### src/rtl/mem_line_scan.sv
`default_nettype none
// ============================================================================
// Module   : mem_line_scan
// Brief    : Takes over the data-memory address path to walk word lines
//            0..LINES-1, capturing and presenting each word for HOLD cycles.
// Revision : 1.0 - initial release
// ============================================================================
module mem_line_scan #(
    parameter int LINES  = 16,
    parameter int RD_LAT = 1,
    parameter int HOLD   = 4,
    parameter int HOLD_W = 26
) (
    input  logic        clk,
    input  logic        rst,
    input  logic        start,
    input  logic        stop,
    input  logic        loop,
    input  logic [2:0]  cpu_mode,
    input  logic [31:0] mem_rdata,
    output logic [2:0]  mode_out,
    output logic [3:0]  line_num,
    output logic [31:0] disp_data,
    output logic        disp_valid,
    output logic        busy,
    output logic        done
);

    localparam logic [2:0]        c_SCAN_MODE = 3'b100;
    localparam logic [2:0]        c_LAT_LAST  = 3'(RD_LAT);
    localparam logic [HOLD_W-1:0] c_HOLD_LAST = HOLD_W'(HOLD - 1);
    localparam logic [3:0]        c_LINE_LAST = 4'(LINES - 1);

    typedef enum logic [1:0] {
        S_IDLE = 2'd0,
        S_ADDR = 2'd1,
        S_HOLD = 2'd2,
        S_DONE = 2'd3
    } state_t;

    state_t             r_state;
    logic [2:0]         r_lat;
    logic [HOLD_W-1:0]  r_hold;
    logic [3:0]         r_line;
    logic [31:0]        r_disp;
    logic               r_valid;
    logic               r_busy;
    logic               r_done;

    always_ff @(posedge clk) begin
        if (rst) begin
            r_state <= S_IDLE;
            r_lat   <= 3'd0;
            r_hold  <= '0;
            r_line  <= 4'd0;
            r_disp  <= 32'd0;
            r_valid <= 1'b0;
            r_busy  <= 1'b0;
            r_done  <= 1'b0;
        end else begin
            r_valid <= 1'b0;
            r_done  <= 1'b0;
            // stop beats every state transition; captured data is kept
            if (stop && (r_state != S_IDLE)) begin
                r_state <= S_IDLE;
                r_busy  <= 1'b0;
            end else begin
                case (r_state)
                    S_IDLE: begin
                        if (start && !stop) begin
                            r_state <= S_ADDR;
                            r_line  <= 4'd0;
                            r_lat   <= 3'd0;
                            r_busy  <= 1'b1;
                        end
                    end
                    S_ADDR: begin
                        if (r_lat == c_LAT_LAST) begin
                            r_disp  <= mem_rdata;
                            r_valid <= 1'b1;
                            r_hold  <= '0;
                            r_state <= S_HOLD;
                        end else begin
                            r_lat <= r_lat + 3'd1;
                        end
                    end
                    S_HOLD: begin
                        if (r_hold == c_HOLD_LAST) begin
                            if (r_line != c_LINE_LAST) begin
                                r_line  <= r_line + 4'd1;
                                r_lat   <= 3'd0;
                                r_state <= S_ADDR;
                            end else if (loop) begin
                                r_line  <= 4'd0;
                                r_lat   <= 3'd0;
                                r_state <= S_ADDR;
                            end else begin
                                r_state <= S_DONE;
                                r_busy  <= 1'b0;
                                r_done  <= 1'b1;
                            end
                        end else begin
                            r_hold <= r_hold + 1'b1;
                        end
                    end
                    S_DONE: begin
                        r_state <= S_IDLE;
                    end
                    default: begin
                        r_state <= S_IDLE;
                        r_busy  <= 1'b0;
                    end
                endcase
            end
        end
    end

    // busy is registered from the state, so the mux switch is glitch-free
    assign mode_out   = r_busy ? c_SCAN_MODE : cpu_mode;
    assign line_num   = r_line;
    assign disp_data  = r_disp;
    assign disp_valid = r_valid;
    assign busy       = r_busy;
    assign done       = r_done;

endmodule
`default_nettype wire

### config.mk
export PLATFORM = sky130hd
export DESIGN_NAME = mem_line_scan
export DESIGN_NICKNAME = d
export VERILOG_FILES = /design/src/rtl/mem_line_scan.sv
export SDC_FILE = /design/constraint.sdc
export NUM_CORES = 1
export LEC_CHECK = 0
export CAP_MARGIN = 20
export CORE_UTILIZATION = 45
export DETAILED_ROUTE_END_ITERATION = 12
export GPL_ROUTABILITY_DRIVEN = 0
export GPL_TIMING_DRIVEN = 1
export PLACE_DENSITY = 0.72
export REMOVE_ABC_BUFFERS = 1
export SYNTH_ARGS = -nofsm -noshare
export SYNTH_HDL_FRONTEND = slang
export SYNTH_SLANG_ARGS = --single-unit
### constraint.sdc
create_clock -name clk -period 2.3 [get_ports clk]
set_clock_uncertainty 0.2 [all_clocks]
set_input_delay 0.46 -clock clk [delete_from_list [all_inputs] [get_ports clk]]
set_output_delay 0.46 -clock clk [all_outputs]
set_load 0.02 [all_outputs]
-- After elaboration in Yosys (flattened, before gate mapping)
Cells that the tools add are included.
Widths: inputs -> output; s select.
- memory bits (read-only): 0
- memory bits (writable): 0
- logic and storage cells: 74
- input bits: 40
- latch bits: 0
- flip-flop bits (word level): 70
- output and inout port bits: 42
- memories: 0
- divide/modulo/power cells: 0
- $mul: 0
- magnitude comparators: 0
- shifts and indexed selects: 0
- equal/unequal tests: 14
- add/sub/neg operators: 3
- reduce and logical (&&, ||, !) cells: 17
- bitwise logic cells: 4
- multiplexer cells: 28
- operator list (kind ; count):
    $mux 26 ; 2
    $pmux 26 s2 ; 1
    $add 26x1->26 const B ; 1
    $eq 26x2->1 const B ; 1
    $mux 3 ; 6
    $mux 4 ; 4
    $ne 2x2->1 const B ; 7
    $mux 2 ; 5
    $reduce_and 5->1 ; 2
    $pmux 3 s3 ; 1
    $pmux 2 s4 ; 1
    $pmux 4 s2 ; 1
    $mux 1 ; 6
    $reduce_and 3->1 ; 2
    $reduce_and 6->1 ; 1
    $reduce_bool 2->1 ; 3
    $reduce_or 5->1 ; 1
    $add 4x1->4 const B ; 1
    $eq 2x2->1 const B ; 2
    $ne 4x4->1 const B ; 1
    $not 1->1 ; 4
    $reduce_and 4->1 ; 1
    $add 3x1->3 const B ; 1
    $eq 3x1->1 const B ; 1
    other kinds (9) ; 10

-- Depth between registers and ports, before layout
- depth in word-level cells: 4
- depth in mapped cells: 8
- mapped depth without buffers: 7

-- Worst setup path after synthesis
No wires, ideal clock.
- path type: reg-to-reg
- start point: register r_hold[0]
- end point: register r_hold[22]
- library setup time: 74 ps
- arrival time: 1819 ps
- path slack: 207 ps
- required time: 2026 ps
- buffers on the path: 0
- clock period less this slack: 2093 ps
- cell stages (with the launch flop): 7
- path through: dfxtp_1 > ha_1 > nand4_2 > nor3_2 > nand3b_1 > or4_1 > a31oi_1
- longest elaborated chain between the ends: 3
- elaborated cells between the ends (all ways): 6
- those cells by class: add/sub (1); eq/ne (2); mux (2); reduce/logical (1)
- RTL lines (item ; RTL line ; RTL):
    from (decl) ; 43 ; logic [HOLD_W-1:0] r_hold;
    from (signal assigned) ; 103 ; r_hold <= r_hold + 1'b1;
    $add 26x1->26 / $eq 26x2->1 (equally long branches) ; 103, 88 ;
    $mux 26 / $ne 2x2->1 (equally long branches) ; - ;
    $pmux 26 s2 / $reduce_and 4->1 (equally long branches) ; - ;
Several ways; a longest one is shown, not always the timed one. The select of a mux whose other input is x is not followed.
A chain may end at the register's enable or synchronous reset.

-- Final worst setup path
- start point: register r_state[1]
- end point: register r_hold[3]
- longest elaborated chain between the ends: 4
- elaborated cells between the ends (all ways): 10
- those cells by class: eq/ne (4); mux (1); bitwise (1); reduce/logical (4)
- RTL lines (item ; RTL line ; RTL):
    from (decl) ; 41 ; state_t r_state;
    from (signal assigned) ; 52 ; r_state <= S_IDLE;
    from (signal assigned) ; 65 ; r_state <= S_IDLE;
    from (signal assigned) ; 71 ; r_state <= S_ADDR;
    branches (longest 4 deep; another with $reduce_and 4->1) ; - ;
Parallel ways; which one is timed is not known.

==> results.yml <==
outcome:
  status: "finished, final reports clean"
cts:
  cts.path.max_buffers: 2
  clk_pin_slew_ns: 0.08
  postCtsSetupRepairBufs: 0
  ctsHoldBuffers: 0
  cts_tree: "done"
  cts_sinks: 70
  numCtsBuffers: 9
  htree_levels: 3
  worstSkewPairLatency_ns: 0.35
  root_buffer: "clkbuf_8"
power_and_ir_drop:
  switching_share_pct: 24.75
  p_int_uw: 1959
  p_leak_uw: 0.001735
  power_density_nw_per_um2: 524.8
  p_switching_uw: 644.3
  p_total_uw: 2604
  p_seq_share_pct: 47.1
  p_clk_share_pct: 43.1
  p_comb_share_pct: 9.8
  vdd_drop_max_uv: 279.4
timing:
  rsz0062_at_grt: "no"
  final-setup-viol-count: 0
  slew_headroom_pct: 68.74
  slew_viol_final: 0
  post-route-min-period_ns: 2.187
  fin_crit_sh_pct: 95.08
  max_slew.worst_pin.slew_ns: 0.4664
  max_freq_mhz: 457.3
  final-hold-violation-count: 0
critical_path:
  crit_chain: "mux2_2 -> o21ai_1 -> o211ai_2 -> buf_4 -> o211ai_1 -> o31ai_1"
  cpPeakStageDelay_ns: 0.55
  worst_path_max_delay_cell: "dfxtp_1"
  path_class: "flop to flop"
  cp_num_buf_inv: 1
  cp_top_family: "compound AO/OA/AOI/OAI gates"
  worst-path-max-fanout: 12
  worstSetupEndpointType: "flop"
  worstPathArrival_ns: 2.21
  r2r_slack_ns: 0.11
  setup.worst_path.start_class: "flop"
  cp.required_ns: 2.33
floorplan:
  initial_core_util_pct: 47.58
  die_area_sq_um: 8190
  rows: 31
  die_width_microns: 90.50
  pin_count: 82
  coreArea_sq_um: 7408
  chipHeight_microns: 90.50
synthesis:
  syn_area_sq_um: 3525
  netlist.area_leader.share_pct: 39.76
  syn_area_per_cell_sq_um: 7.921
  synth-seq-cells: 70
  synth_seq_area_share_pct: 39.76
  synth_top_flop_cell: "dfxtp_1"
  synth_cell_types: 58
  synth_edf_count: 0
  netlist_instances: 445
  synth_area_leader_cell: "dfxtp_1"
  yosysWarnings: 0
  synthArstFlopShare_pct: 0
  synth.area.top_cells: "dfxtp_1 40%, nand2_1 9.6%, a21oi_1 6.2%"
global_route:
  grt_util_met2_pct: 40.28
  grt_pass1_vias: 3509
  gr-usage-met3_pct: 3.956
  antenna_found_initial: 0
  grt_pass1_wl_microns: 16820
  grt_overflow: 0
  grt_max_degree: 54
  track_usage_pct: 25.41
  busiest_layer: "met2"
  grtUsageMet1_pct: 33.77
drt:
  ant_nets: 0
  wl_per_cell_microns: 15.28
  dr_total_vias: 3768
  avgViaCountPerCell: 5.726
  drtIter0Drc: 255
  totalWireLength_microns: 10060
  firstDrtPassIters: 5
  drc_errors: 0
place:
  dpl_cell_area_sq_um: 4697
  dp_hpwl_microns: 7264
  portBuffers: 81
cells_and_area:
  drive_gt1_share_pct: 16.64
  area_growth_pct: 40.75
  nets: 598
  finish.instance_area_sq_um: 4961
  diodes: 0
  fillers: 632
worst_hold_path:
  holdCritPathClass: "flop to flop"
run:
  max_cap_violations: 0
[state kept, by name, indices dropped and copies added (netlist names)]
register	count
busy	1
r_state	2
disp_data	32
line_num	4
r_hold	26
r_lat	3
disp_valid	1
done	1
[worst min-delay path, cell delays in order, from the launching register on]
cell     delay [ns]
dfxtp_1        0.31
nand2_1        0.05
a21oi_1        0.05
[cell usage after synthesis, types with 3 or more instances]
cell type  instances
mux2i_1            4
ha_1               4
o21ai_0           20
nand2b_1           5
nor4_2             4
o311ai_0           3
o31ai_1           10
nor2_1            25
o21ai_1            3
nand2_1           90
inv_1              8
or4_1              6
or2_2              3
and3_1             5
or3_1              5
nor4_1             4
o21a_1             4
nand4_2            4
o211ai_1           9
nor3_1             7
nand3_1           12
nor2b_1            5
a21oi_1           44
buf_2              8
clkbuf_1          19
a31oi_1           11
dfxtp_1           70
nand4_1           13
[per-layer routing]
layer  wire length [microns]  vias up
met5                       0        -
met4                     208        0
met3                     680       23
met2                    4588      160
met1                    4577     1746
li1                        -     1839
[logic make-up after synthesis]
logic type | after synthesis | share of synthesized area [%]
multiplexers | 5 | 1.455
flip-flops | 70 | 39.76
AO/OA/AOI/OAI | 119 | 21.05
AND/OR/NAND/NOR | 209 | 31.56
adder cells (fa/ha/maj) | 4 | 1.420
buffers and inverters | 38 | 4.757
[power groups by stage]
stage / combinational [uW] / clock [uW] / sequential (uW)
global route: 277 / 1210 / 1230
finish: 256 / 1120 / 1230
CTS: 256 / 1140 / 1230
detailed placement: 255 / 0 / 1250
floorplan: 88.5 / 0 / 1260
global placement: 252 / 0 / 1250
[final timing paths]
check                                   end                       from  cells after the start
setup / recovery     r_hold[3]$_SDFFE_PP0P_    r_state[1]$_SDFFE_PP0P_                      6
hold / removal    disp_data[5]$_SDFFE_PP0P_  disp_data[5]$_SDFFE_PP0P_                      2
hold reg to reg   disp_data[5]$_SDFFE_PP0P_  disp_data[5]$_SDFFE_PP0P_                      2
setup reg to reg     r_hold[3]$_SDFFE_PP0P_    r_state[1]$_SDFFE_PP0P_                      6
[cell usage in the layout (no fill, tap or decap), types with 5 or more instances in the layout]
cell	instances
a21oi_1	44
a31oi_1	11
and3_1	5
buf_4	45
clkbuf_8	9
clkdlybuf4s50_1	77
dfxtp_1	65
dfxtp_2	5
inv_1	8
nand2_1	90
nand2b_1	5
nand3_1	12
nand4_1	13
nor2_1	24
nor2b_1	5
nor3_1	7
o211ai_1	9
o21ai_0	19
o31ai_1	10
or3_1	5
or4_1	6
[what timing repair did]
action	CTS	global route
setup endpoints to repair	2	22
pin swaps	0	3
resized for setup	2	14
[area by class of cell]
cell class | instances | area (sq um) | share of cell area [%]
inverters | 8 | 30.03 | 0.6053
clock inverters | 7 | 96.34 | 1.942
repair buffers | 128 | 1187 | 23.93
clock buffers | 9 | 123.9 | 2.497
well taps | 99 | 123.9 | 2.497
multi-input cells | 337 | 1992 | 40.15
flip-flops and latches | 70 | 1408 | 28.37
[through the flow]
stage               setup slack, ns  utilization, %  hold WS [ns]  TNS, ns  cells
floorplan                   -0.2797               -        0.2648   -2.233    415
global placement            -0.1654           63.40        0.2420   -2.386    642
detailed placement          -0.2724           63.40        0.2459   -5.611    642
CTS                       0.0008108           66.39        0.2564        0    658
global route                0.01002           66.97        0.2790        0    658
finish                       0.1132           66.97        0.2536        0    658
No activity file was read; power rests on OpenSTA's default activity.
